File: config.mk
export PLATFORM = sky130hd
export DESIGN_NAME = avmm2axi_lite
export DESIGN_NICKNAME = d
export VERILOG_FILES = /design/src/rtl/avmm2axi_lite_pkg.sv /design/src/rtl/avmm2axi_lite.sv
export SDC_FILE = /design/constraint.sdc
export NUM_CORES = 1
export LEC_CHECK = 0
export CORE_MARGIN = 8
export CORE_UTILIZATION = 40
export CTS_CLUSTER_SIZE = 24
export DETAILED_ROUTE_END_ITERATION = 8
export MAX_ROUTING_LAYER = met4
export PLACE_DENSITY = 0.88
export REMOVE_ABC_BUFFERS = 1
export SYNTH_ARGS = -nofsm -noshare
export SYNTH_HDL_FRONTEND = slang
export SYNTH_SLANG_ARGS = --single-unit
export TNS_END_PERCENT = 5
File: constraint.sdc
create_clock -name clk -period 3.3 [get_ports clk]
set_input_delay 0.66 -clock clk [delete_from_list [all_inputs] [get_ports clk]]
set_output_delay 0.66 -clock clk [all_outputs]
set_load 0.005 [all_outputs]
File: src/rtl/avmm2axi_lite_pkg.sv
// rtl/avmm2axi_lite_pkg.sv - shared types and constants for the Avalon-MM to AXI4-Lite bridge
package avmm2axi_lite_pkg;

  typedef enum logic [1:0] {
    AXI_OKAY   = 2'b00,
    AXI_EXOKAY = 2'b01,
    AXI_SLVERR = 2'b10,
    AXI_DECERR = 2'b11
  } axi_resp_t;

  typedef enum logic [2:0] {
    ST_IDLE    = 3'd0,
    ST_WR_REQ  = 3'd1,
    ST_WR_RESP = 3'd2,
    ST_RD_REQ  = 3'd3,
    ST_RD_RESP = 3'd4
  } avmm2axi_state_t;

  localparam logic [2:0] AXI_PROT_DEFAULT = 3'b000;

  function automatic logic [15:0] sat_inc16(input logic [15:0] v);
    return (v == 16'hFFFF) ? v : v + 16'd1;
  endfunction

endpackage

File: src/rtl/avmm2axi_lite.sv
// rtl/avmm2axi_lite.sv - single-outstanding Avalon-MM slave to AXI4-Lite master bridge
module avmm2axi_lite
  import avmm2axi_lite_pkg::*;
#(
  parameter int AW = 12,
  parameter int DW = 64,
  localparam int BW = DW / 8
) (
  input  logic          clk,
  input  logic          aresetn,
  input  logic [AW-1:0] avs_address,
  input  logic          avs_read,
  input  logic          avs_write,
  input  logic [BW-1:0] avs_byteenable,
  input  logic [DW-1:0] avs_writedata,
  input  logic          avs_burstcount,
  output logic          avs_waitrequest,
  output logic [DW-1:0] avs_readdata,
  output logic          avs_readdatavalid,
  output logic [1:0]    avs_response,
  output logic          avs_writeresponsevalid,
  output logic [AW-1:0] m_axi_awaddr,
  output logic [2:0]    m_axi_awprot,
  output logic          m_axi_awvalid,
  input  logic          m_axi_awready,
  output logic [DW-1:0] m_axi_wdata,
  output logic [BW-1:0] m_axi_wstrb,
  output logic          m_axi_wvalid,
  input  logic          m_axi_wready,
  input  logic [1:0]    m_axi_bresp,
  input  logic          m_axi_bvalid,
  output logic          m_axi_bready,
  output logic [AW-1:0] m_axi_araddr,
  output logic [2:0]    m_axi_arprot,
  output logic          m_axi_arvalid,
  input  logic          m_axi_arready,
  input  logic [DW-1:0] m_axi_rdata,
  input  logic [1:0]    m_axi_rresp,
  input  logic          m_axi_rvalid,
  output logic          m_axi_rready,
  output logic [15:0]   err_cnt
);

  avmm2axi_state_t r_state, w_state_next;

  logic          r_waitreq;
  logic [DW-1:0] r_readdata;
  logic          r_readdatavalid;
  logic [1:0]    r_response;
  logic          r_wrrespvalid;
  logic [AW-1:0] r_awaddr;
  logic          r_awvalid;
  logic [DW-1:0] r_wdata;
  logic [BW-1:0] r_wstrb;
  logic          r_wvalid;
  logic          r_bready;
  logic [AW-1:0] r_araddr;
  logic          r_arvalid;
  logic          r_rready;
  logic          r_aw_done;
  logic          r_w_done;
  logic [15:0]   r_err_cnt;

  logic w_acc, w_conflict, w_aw_hs, w_w_hs, w_wr_req_done;
  logic w_ar_hs, w_b_hs, w_r_hs, w_err;
  logic w_unused_burstcount;

  assign w_unused_burstcount = avs_burstcount;

  assign w_acc         = (r_state == ST_IDLE) && !r_waitreq && (avs_read || avs_write);
  assign w_conflict    = w_acc && avs_read && avs_write;
  assign w_aw_hs       = r_awvalid && m_axi_awready;
  assign w_w_hs        = r_wvalid && m_axi_wready;
  assign w_wr_req_done = (r_state == ST_WR_REQ) && (r_aw_done || w_aw_hs) && (r_w_done || w_w_hs);
  assign w_ar_hs       = r_arvalid && m_axi_arready;
  assign w_b_hs        = (r_state == ST_WR_RESP) && m_axi_bvalid && r_bready;
  assign w_r_hs        = (r_state == ST_RD_RESP) && m_axi_rvalid && r_rready;
  // A dropped read on a read/write collision is counted like a bus error
  assign w_err         = w_conflict
                      || (w_b_hs && (axi_resp_t'(m_axi_bresp) != AXI_OKAY))
                      || (w_r_hs && (axi_resp_t'(m_axi_rresp) != AXI_OKAY));

  always_ff @(posedge clk or negedge aresetn) begin
    if (!aresetn) r_state <= ST_IDLE;
    else          r_state <= w_state_next;
  end

  always_comb begin
    w_state_next = r_state;
    case (r_state)
      ST_IDLE:    if (w_acc) w_state_next = avs_write ? ST_WR_REQ : ST_RD_REQ;
      ST_WR_REQ:  if (w_wr_req_done) w_state_next = ST_WR_RESP;
      ST_WR_RESP: if (w_b_hs) w_state_next = ST_IDLE;
      ST_RD_REQ:  if (w_ar_hs) w_state_next = ST_RD_RESP;
      ST_RD_RESP: if (w_r_hs) w_state_next = ST_IDLE;
      default:    w_state_next = ST_IDLE;
    endcase
  end

  always_ff @(posedge clk or negedge aresetn) begin
    if (!aresetn) begin
      r_waitreq       <= 1'b1;
      r_readdata      <= '0;
      r_readdatavalid <= 1'b0;
      r_response      <= 2'b00;
      r_wrrespvalid   <= 1'b0;
      r_awaddr        <= '0;
      r_awvalid       <= 1'b0;
      r_wdata         <= '0;
      r_wstrb         <= '0;
      r_wvalid        <= 1'b0;
      r_bready        <= 1'b0;
      r_araddr        <= '0;
      r_arvalid       <= 1'b0;
      r_rready        <= 1'b0;
      r_aw_done       <= 1'b0;
      r_w_done        <= 1'b0;
      r_err_cnt       <= 16'd0;
    end else begin
      r_waitreq       <= (w_state_next != ST_IDLE);
      r_readdatavalid <= 1'b0;
      r_wrrespvalid   <= 1'b0;
      if (w_err) r_err_cnt <= sat_inc16(r_err_cnt);

      if (w_acc && avs_write) begin
        r_awaddr  <= avs_address;
        r_wdata   <= avs_writedata;
        r_wstrb   <= avs_byteenable;
        r_awvalid <= 1'b1;
        r_wvalid  <= 1'b1;
        r_aw_done <= 1'b0;
        r_w_done  <= 1'b0;
      end else if (w_acc) begin
        r_araddr  <= avs_address;
        r_arvalid <= 1'b1;
      end

      // AW and W complete independently; either may finish first
      if (r_state == ST_WR_REQ) begin
        if (w_aw_hs) begin
          r_awvalid <= 1'b0;
          r_aw_done <= 1'b1;
        end
        if (w_w_hs) begin
          r_wvalid <= 1'b0;
          r_w_done <= 1'b1;
        end
        if (w_wr_req_done) r_bready <= 1'b1;
      end

      if (w_b_hs) begin
        r_bready      <= 1'b0;
        r_wrrespvalid <= 1'b1;
        r_response    <= m_axi_bresp;
      end

      if ((r_state == ST_RD_REQ) && w_ar_hs) begin
        r_arvalid <= 1'b0;
        r_rready  <= 1'b1;
      end

      if (w_r_hs) begin
        r_rready        <= 1'b0;
        r_readdatavalid <= 1'b1;
        r_readdata      <= m_axi_rdata;
        r_response      <= m_axi_rresp;
      end
    end
  end

  assign avs_waitrequest        = r_waitreq;
  assign avs_readdata           = r_readdata;
  assign avs_readdatavalid      = r_readdatavalid;
  assign avs_response           = r_response;
  assign avs_writeresponsevalid = r_wrrespvalid;
  assign m_axi_awaddr           = r_awaddr;
  assign m_axi_awprot           = AXI_PROT_DEFAULT;
  assign m_axi_awvalid          = r_awvalid;
  assign m_axi_wdata            = r_wdata;
  assign m_axi_wstrb            = r_wstrb;
  assign m_axi_wvalid           = r_wvalid;
  assign m_axi_bready           = r_bready;
  assign m_axi_araddr           = r_araddr;
  assign m_axi_arprot           = AXI_PROT_DEFAULT;
  assign m_axi_arvalid          = r_arvalid;
  assign m_axi_rready           = r_rready;
  assign err_cnt                = r_err_cnt;

endmodule
==> impl_summary.txt <==
----------------------------------------------------
[Logic synthesis]
  Most instantiated cells after synthesis ... sky130_fd_sc_hd__nand2_1, sky130_fd_sc_hd__dfrtp_1, sky130_fd_sc_hd__clkbuf_1
  Yosys top cell area share ... 0.641
  Number of enable flip-flop cells after synthesis ... 0
  Mean Syn Cell Area ... 9.38 µm²
  Fraction of registers with async set/reset ... 1.00
  YS warnings ... 0
  #FFs+latches synth ... 191
  Unique cell type count in the Yosys netlist ... 40
  Top-count cell post-synth ... sky130_fd_sc_hd__nand2_1
  Dominant cell type by area after synthesis ... sky130_fd_sc_hd__dfrtp_1
  Sequential cell area fraction in the yosys report ... 0.645
  Main area contributors after synthesis ... sky130_fd_sc_hd__dfrtp_1, sky130_fd_sc_hd__nand2_1, sky130_fd_sc_hd__mux2_2, sky130_fd_sc_hd__xnor2_1, sky130_fd_sc_hd__clkbuf_1
  Most common flop cell mapped by yosys ... sky130_fd_sc_hd__dfrtp_1
  Post-synth design cell area ... 7420 µm²
  Cell count after synthesis ... 791

[CTS]
  Clock sinks ... 191
  Source-to-sink clock delay at the later pin of the worst-skew pair ... 0.41 ns
  Clock Tree Buf Depth ... 2
  Post-CTS resize count ... 0
  Number of buffers inserted by post-CTS setup repair ... 0
  H-tree depth ... 4
  Number of buffers created by CTS ... 17
  CTS root buf ... sky130_fd_sc_hd__clkbuf_16
  TritonCTS clock tree ... done
  Hold Buf Count CTS ... 0
  Clock transition at path regs ... 0.07 ns

[Status]
  Outcome ... completed

[Timing]
  Number of endpoints failing setup at the final stage ... 0
  Worst clock skew on the final layout ... 0.00781 ns
  Highest attainable clock frequency ... 0.430 GHz
  Count of final max-slew check failures ... 0
  Final hold viol count ... 0
  Post-layout min period ... 2.33 ns
  Unrepaired setup endpoints after global routing ... false
  Slew margin rel. ... 0.440
  Fraction of the cycle the final worst path needs ... 0.705
  Post-route setup TNS ... 0 ns
  Slew at the pin closest to its max-slew limit ... 0.839 ns

[Routing]
  Detailed route wirelength on metal3 ... 1860 µm
  1st-pass router iterations ... 5
  Total via count in the routed design ... 6,568
  Post-Route WL ... 23,300 µm
  Routed met2 length ... 11,100 µm
  DRC violation count after routing ... 0
  Wire length per cell after detailed routing ... 16.9 µm
  Antenna-violating nets left ... 0
  Highest metal layer used by the detailed router ... met4
  Detailed-routing wirelength on met1 ... 9890 µm
  Starting DRT DRC Count ... 292
  Detailed-route vias per instance ... 4.75

[Power]
  Clock Power Share ... 0.222
  Fraction of power spent switching nets ... 0.314
  Int Pwr ... 6.54 mW
  Gate power share ... 0.383
  Pwr per Cell Area ... 809 nW/µm²
  Net switching power figure ... 3.00 mW
  Flop pwr share ... 0.395
  IR Drop Worst-Case VDD ... 0.502 mV
  LEAKAGE ... 5.69 nW

[Setup path]
  Data arrival time of the worst path ... 2.63 ns
  Startpoint type of the worst setup path ... input pin
  Highest fanout seen on the critical path ... 9
  Kind of critical path ... input pin to flip-flop
  Endpoint type of the worst setup path ... flip-flop
  Data required time of the critical path ... 3.60 ns

[Placement]
  Number of I/O port buffers ... 346
  Placed inst area ... 11,200 µm²
  RePlAce Congestion ... 0.822
  Half-perimeter wire length of the detailed placement result ... 17,800 µm

[Cells and area]
  Layout cell share with drive strength beyond 1 ... 0.0619
  Total Nets Final ... 1,297
  Final design area excluding fillers ... 11,800 µm²
  Area growth from synthesis to layout ... 59.0%

[Worst hold path]
  Class of the tightest hold or removal check ... input pin to asynchronous set/reset pin

[Die]
  Io pins ... 354
  Initial standard-cell utilization of the core ... 0.402
  Floorplan die area ... 23,200 µm²
  Die Span X ... 152 µm
  Number of placement rows ... 50
  Floorplan Core Area ... 18,500 µm²
  Y dimension of the die ... 152 µm

[Global route]
  Remaining Overflow, GRT ... 0
  Antenna violations before repair ... 1
  Largest net degree at the start of global routing ... 85
  Global-route wire length before repair ... 37,400 µm
  Global-route usage over all layers ... 0.207
  Vias in the first global route ... 7,121

[Run]
  Count of max-cap constraint violations ... 0

----------------------------------------------------
through the flow:
step	utilization	total power, mW	hold slack [ns]	instances	setup slack (ns)
2_1_floorplan	-	4.97	0.364	755	0.0513
3_3_place_gp	0.606	7.35	0.457	1349	0.608
5_1_grt	0.639	10.2	0.321	1382	0.869
3_5_place_dp	0.606	7.52	0.461	1349	0.579
6_report	0.639	9.54	0.270	1382	0.973
4_1_cts	0.639	9.66	0.301	1381	1.00
cell usage in the layout (no fill, tap or decap), drive strengths merged, types with 6 or more instances in the layout:
cell,n
nor2,11
buf,14
nand3,8
conb,6
a21oi,7
dfrtp,190
clkbuf,19
xnor2,13
inv,11
mux2,13
nand2,460
nand4,11
clkdlybuf4s50,345
power groups by stage:
| stage | registers [mW] | logic [mW] | clock network [mW] |
|---|---|---|---|
| detailed placement | 3.81 | 3.71 | 0 |
| CTS | 3.78 | 3.72 | 2.16 |
| finish | 3.77 | 3.65 | 2.11 |
| floorplan | 3.83 | 1.14 | 0 |
| global route | 3.90 | 4.02 | 2.26 |
| global placement | 3.75 | 3.60 | 0 |
final cells by class:
cell class                 count  area (µm²)
timing repair buffer         360        3630
clock buffer                  18         439
fill                        1443        6670
inverter                       4        15.0
antenna                        1        2.50
sequential                   191        4780
multi-input combinational    560        2450
tap                          234         293
clock inverter                14         170
critical path, stage by stage:
cell                              delay (ns)
sky130_fd_sc_hd__clkdlybuf4s50_1        0.48
sky130_fd_sc_hd__nand3_1                0.09
sky130_fd_sc_hd__or3_4                  0.38
sky130_fd_sc_hd__a31oi_2                0.41
sky130_fd_sc_hd__buf_4                  0.26
sky130_fd_sc_hd__mux2_2                 0.34
path summary, 6_finish.rpt:
check                                                     to  slack [ns]                          from  cells after the start
worst max-delay path                  err_cnt[1]$_DFFE_PN0P_        0.97                  m_axi_rvalid                      6
worst min-delay path            avs_readdata[61]$_DFFE_PN0P_        0.27                       aresetn                      1
max in group asynchronous       avs_readdata[10]$_DFFE_PN0P_        2.31                       aresetn                      2
worst max register to register        err_cnt[1]$_DFFE_PN0P_        1.03          r_state[1]$_DFF_PN0_                      5
worst min register to register  avs_readdata[45]$_DFFE_PN0P_        0.48  avs_readdata[45]$_DFFE_PN0P_                      2
min in group clk                avs_readdata[45]$_DFFE_PN0P_        0.48  avs_readdata[45]$_DFFE_PN0P_                      2
routing by layer:
layer	GRT usage	vias up
met3	0.0661	25
li1	-	3137
met1	0.245	3132
met5	-	-
met4	0.0681	0
met2	0.330	274
logic make-up after synthesis:
kind of cell	after synthesis	share of synthesized area
adder cells (fa/ha/maj)	1	0.00169
XOR/XNOR	14	0.0165
flip-flops	191	0.645
AO/OA/AOI/OAI	18	0.0162
multiplexers	13	0.0197
AND/OR/NAND/NOR	508	0.273
other	1	0.000506
buffers and inverters	45	0.0275
sequential cells by signal, summed over array words and instances, names as in the netlist:
signal                  flops
m_axi_rready                1
r_w_done                    1
avs_waitrequest             1
m_axi_bready                1
avs_readdata               64
r_state                     3
r_aw_done                   1
m_axi_wvalid                1
m_axi_wstrb                 8
m_axi_awvalid               1
m_axi_wdata                64
m_axi_araddr               12
avs_response                2
m_axi_awaddr               12
avs_readdatavalid           1
m_axi_arvalid               1
err_cnt                    16
avs_writeresponsevalid      1
Note: power is estimated with default switching activity, not from simulation.
